## config.mk

```make
export PLATFORM = sky130hd
export DESIGN_NAME = divisor_programavel
export DESIGN_NICKNAME = d
export VERILOG_FILES = /design/src/rtl/divisor_programavel.sv
export SDC_FILE = /design/constraint.sdc
export NUM_CORES = 1
export LEC_CHECK = 0
export ABC_AREA = 1
export CAP_MARGIN = 20
export CORE_MARGIN = 3
export CORE_UTILIZATION = 30
export DETAILED_ROUTE_END_ITERATION = 10
export GPL_ROUTABILITY_DRIVEN = 1
export MAX_ROUTING_LAYER = met4
export PLACE_DENSITY = 0.49
export RECOVER_POWER = 25
export SLEW_MARGIN = 40
export SYNTH_ARGS = -nofsm -noshare
export SYNTH_HDL_FRONTEND = slang
export SYNTH_SLANG_ARGS = --single-unit
```

## constraint.sdc

```tcl
create_clock -name clockPlaca -period 2.5 [get_ports clockPlaca]
set_input_delay 0.5 -clock clockPlaca [delete_from_list [all_inputs] [get_ports clockPlaca]]
set_output_delay 0.5 -clock clockPlaca [all_outputs]
set_load 0.05 [all_outputs]
```

## src/rtl/divisor_programavel.sv

```systemverilog
// ---------------------------------------------------------------------------
// divisor_programavel
//
// Multi-channel programmable clock-enable generator. Each channel divides
// clockPlaca by a runtime-loadable ratio D and produces a one-cycle tick
// enable (period D) plus a 50 %-duty square signal onda (period 2*D).
// The outputs are meant to be used as clock enables, not as derived clocks.
//
// Ports
//   clockPlaca  in   board clock, all state changes on its rising edge
//   reset       in   synchronous, active-high reset
//   habilita    in   global run; 0 freezes counters and onda
//   sincroniza  in   phase-align strobe; restarts every channel together
//   carrega     in   [CANAIS] per-channel divisor load strobe
//   divisores   in   [CANAIS*LARGURA] divisor inputs, channel i at
//                    [i*LARGURA +: LARGURA]
//   tick        out  [CANAIS] one-cycle enable pulse every D cycles
//   onda        out  [CANAIS] toggles on every tick
//   ativo       out  [CANAIS] 1 when the channel's divisor is nonzero
// ---------------------------------------------------------------------------
module divisor_programavel #(
    parameter int CANAIS    = 3,
    parameter int LARGURA   = 16,
    parameter int DIV_RESET = 1
) (
    input  logic                        clockPlaca,
    input  logic                        reset,
    input  logic                        habilita,
    input  logic                        sincroniza,
    input  logic [CANAIS-1:0]           carrega,
    input  logic [CANAIS*LARGURA-1:0]   divisores,
    output logic [CANAIS-1:0]           tick,
    output logic [CANAIS-1:0]           onda,
    output logic [CANAIS-1:0]           ativo
);

    localparam logic [LARGURA-1:0] DIV_INI = LARGURA'(DIV_RESET);
    localparam logic [LARGURA-1:0] UM      = LARGURA'(1);

    for (genvar g = 0; g < CANAIS; g++) begin : g_canal
        logic [LARGURA-1:0] div_reg;
        logic [LARGURA-1:0] cnt;
        logic               tick_reg;
        logic               onda_reg;
        logic               fim;

        // Terminal count. cnt never exceeds div_reg-1 because every divisor
        // change clears cnt, so an equality compare is sufficient.
        assign fim = (cnt == (div_reg - UM));

        always_ff @(posedge clockPlaca) begin
            if (reset) begin
                div_reg  <= DIV_INI;
                cnt      <= '0;
                tick_reg <= 1'b0;
                onda_reg <= 1'b0;
            end else if (sincroniza || carrega[g]) begin
                // A load always restarts the period, which also swallows a
                // tick that would have coincided with it.
                if (carrega[g]) begin
                    div_reg <= divisores[g*LARGURA +: LARGURA];
                end
                if (sincroniza) begin
                    onda_reg <= 1'b0;
                end
                cnt      <= '0;
                tick_reg <= 1'b0;
            end else if (habilita && (div_reg != '0)) begin
                if (fim) begin
                    cnt      <= '0;
                    tick_reg <= 1'b1;
                    onda_reg <= ~onda_reg;
                end else begin
                    cnt      <= cnt + UM;
                    tick_reg <= 1'b0;
                end
            end else begin
                tick_reg <= 1'b0;
            end
        end

        assign tick[g]  = tick_reg;
        assign onda[g]  = onda_reg;
        assign ativo[g] = (div_reg != '0);
    end

endmodule

```

==> reports/qor.csv <==
stage;metric;value;unit
clocking;CTS buffer count;9;
detailed_routing;drt via density;4.60;
clocking;H-tree depth;3;
run;Max Cap Viol;0;
clocking;CTS Root Cell;clkbuf_16;
global_route;vias in the first global route;6212;
setup_path;Critical Path Fanout Max;5;
clocking;Clock Path Buffers;2;
sta;Slew headroom;26.6;%
global_route;initial antenna violation count;0;
sta;Setup Skew;0.00906;ns
sta;Setup TNS;0;ns
floorplan;Die Ht;156;um
setup_path;crit path capture type;primary output;
power_and_ir_drop;NetSw;1.14;mW
setup_path;CP max-delay cell;dfxtp_1;
clocking;clk slew on worst S/H paths;0.08;ns
power_and_ir_drop;internal power;2.88;mW
global_route;largest net degree at the start of global routing;27;
place;DP Wirelength;14.8;mm
yosys;synth warn;0;
global_route;grt ovf;0;
detailed_routing;DRC;0;
yosys;cell with the most instances after synthesis;nand2_1;
final_layout;Ant. Diodes;0;
yosys;EDFF count, synth;0;
setup_path;Critical Path, Cell by Cell;inv_1, ha_2, nand4_1, nor2_2, nand4_1, buf_4;
power_and_ir_drop;sequential power share;43.4;%
setup_path;CP Class;flip-flop to primary output;
yosys;library cells used by synthesis;45;
yosys;ranking of synthesized cells by area;dfxtp_1 (30%), nand2_1 (13%), nor2_1 (10%);
sta;fmax;0.419;GHz
global_route;first-pass GRT wire length;30.7;mm
detailed_routing;length of routed met3 wiring;562;um
setup_path;CP most frequent cell;nand4_1;
detailed_routing;Initial DRT Pass Iterations;6;
power_and_ir_drop;PwrDens;500;nW/um^2
final_layout;Area Overhead vs Synth;19.8;%
place;Port Buf Inserts;63;
floorplan;std cell rows;54;
power_and_ir_drop;clock power share;38.8;%
floorplan;Chip Width;156;um
final_layout;Layout Nets;1179;
sta;Final setup viols;0;
detailed_routing;routed wl met2;8.33;mm
place;RD Place Congestion;0.890;
clocking;CTS tree;built;
yosys;area fraction of the dominant cell type after synthesis;30.4;%
final_layout;share of layout cells above drive strength 1;9.80;%
yosys;average cell area after synthesis;6.41;um^2
setup_path;worst endpoint data arrival time;1.88;ns
detailed_routing;DRT antenna net count;0;
yosys;ys async rst share;0;%
floorplan;die area;24300;um^2
floorplan;Initial Utilization;30.6;%
yosys;Mapped Cells;1049;
final_layout;footprint of the multi-input gates;4040;um^2
setup_path;Max stage delay on crit path;0.31;ns
sta;unrepaired setup endpoints after global routing;false;
detailed_routing;DR top layer;met4;
power_and_ir_drop;Peak VDD IR;0.000278;V
floorplan;Core ar.;22000;um^2
sta;fin. max-slew vios;0;
power_and_ir_drop;total power;4.02;mW
yosys;register area share after synthesis;30.4;%
yosys;Synth area leader;dfxtp_1;
final_layout;Seq. cell area;2040;um^2
final_layout;Final Util;36.7;%
sta;Slew @ Worst Pin;1.10;ns
global_route;Tot GR Track Use;16.0;%
status;status;completed;
setup_path;Critical Path RT;2.00;ns
sta;final hold violation count;0;
power_and_ir_drop;LEAKAGE;3.44;nW
detailed_routing;routed len/inst;13.1;um
yosys;Synth Register Bits;102;
floorplan;Top-Level Pins;64;
clocking;# hold bufs at CTS;0;
power_and_ir_drop;combinational power share;17.8;%
detailed_routing;Met1 Wirelength;9.13;mm
clocking;clk sink count;102;
sta;Final Critical Period;2.38;ns
sta;fin crit share;95.4;%
detailed_routing;routed vias;6455;
detailed_routing;Post-Route WL;18.3;mm
power_and_ir_drop;Sw Share;28.4;%
yosys;prevailing post-synth register cell;dfxtp_1;
worst_hold_path;Hold WC Path Type;flip-flop to flip-flop;
yosys;synth cell count leaders;nand2_1 (227), nor2_1 (185), inv_1 (130);
final_layout;fillers;2396;
detailed_routing;DRT iter0 DRCs;385;
setup_path;Startpoint Class;flip-flop;
yosys;Net Count, Synth;1110;
yosys;Netlist Area Pre-Place;6730;um^2
clocking;worst skew pair latency;0.36;ns
## per-stage QoR
step | instances | setup WS [ns] | hold WS (ns) | cell area, um^2
after global routing | 1403 | 0.00463 | 0.526 | 8060
after detailed placement | 1384 | 0.183 | 0.482 | 7700
final | 1403 | 0.115 | 0.496 | 8060
after global placement | 1384 | 0.206 | 0.478 | 7700
after CTS | 1400 | 0.0164 | 0.495 | 8020
after floorplan | 1049 | 0.563 | 0.448 | 6730
## cells by family after synthesis
family                   count (synthesis)  synth area share [%]
adder cells (fa/ha/maj)                  6                  1.12
flip-flops                             102                  30.4
XOR/XNOR                                54                  7.14
buffers and inverters                  165                  9.82
AND/OR/NAND/NOR                        601                  42.2
AO/OA/AOI/OAI                          121                  9.41
## layout make-up
type                    instances  area share [%]
multi-input cells             782            50.2
flip-flops and latches        102            25.3
repair buffers                 82            9.52
inverters                     141            6.57
well taps                     280            4.35
clock buffers                  10            2.97
clock inverters                 6            1.04
## critical path, delay by kind of cell, from the launching register on
| family | cells | cell delay, ns |
|---|---|---|
| flops | 1 | 0.31 |
| simple gates | 3 | 0.60 |
| fa+ha+maj | 1 | 0.24 |
| buf+inv | 2 | 0.36 |
## per-layer routing
layer | up-vias | global-route usage [%]
li1 | 3461 | -
met1 | 2891 | 21.1
met2 | 81 | 25.6
met3 | 22 | 2.61
met4 | 0 | 4.33
met5 | - | -
## final timing paths
check                                     startpoint  depth (start not counted)                                 end  slack (ns)
setup / recovery  g_canal[1].div_reg[0]$_SDFFE_PP1P_                          6                            ativo[1]        0.12
hold / removal    g_canal[0].div_reg[1]$_SDFFE_PP0P_                          2  g_canal[0].div_reg[1]$_SDFFE_PP0P_        0.50
hold reg to reg   g_canal[0].div_reg[1]$_SDFFE_PP0P_                          2  g_canal[0].div_reg[1]$_SDFFE_PP0P_        0.50
setup reg to reg  g_canal[1].div_reg[0]$_SDFFE_PP1P_                         13     g_canal[1].cnt[14]$_SDFFE_PP0P_        0.27
## placed cells by master (no fill, tap or decap), types with 6 or more instances in the layout
cell,Yosys,layout
nand2_2,8,7
o21ai_0,69,69
nand2_1,227,227
buf_4,6,18
nand3_2,7,8
inv_2,10,10
nand3_1,58,57
nor2_1,185,184
xor2_1,34,34
inv_1,130,130
nor2_4,11,11
nand4_1,25,25
clkdlybuf4s50_1,0,59
nor3b_2,6,6
clkbuf_16,0,9
nor2_2,13,14
a21oi_1,37,37
dfxtp_1,102,102
nand3b_1,16,16
xnor2_1,19,19
nor3_1,19,19
## power groups by stage
stage	combinational, mW	sequential, mW	clock, mW
2_1_floorplan	0.491	1.76	0
3_3_place_gp	0.714	1.78	0
3_5_place_dp	0.715	1.78	0
4_1_cts	0.719	1.75	1.63
5_1_grt	0.818	1.76	1.68
6_report	0.716	1.75	1.56
## repair_timing
item                                    in CTS  in global routing
endpoints found under the setup margin       0                  3
endpoints found under the hold margin        0                  0
resized for setup                            0                  6
setup buffers                                0                  3
(Power assumes the default switching activity.)
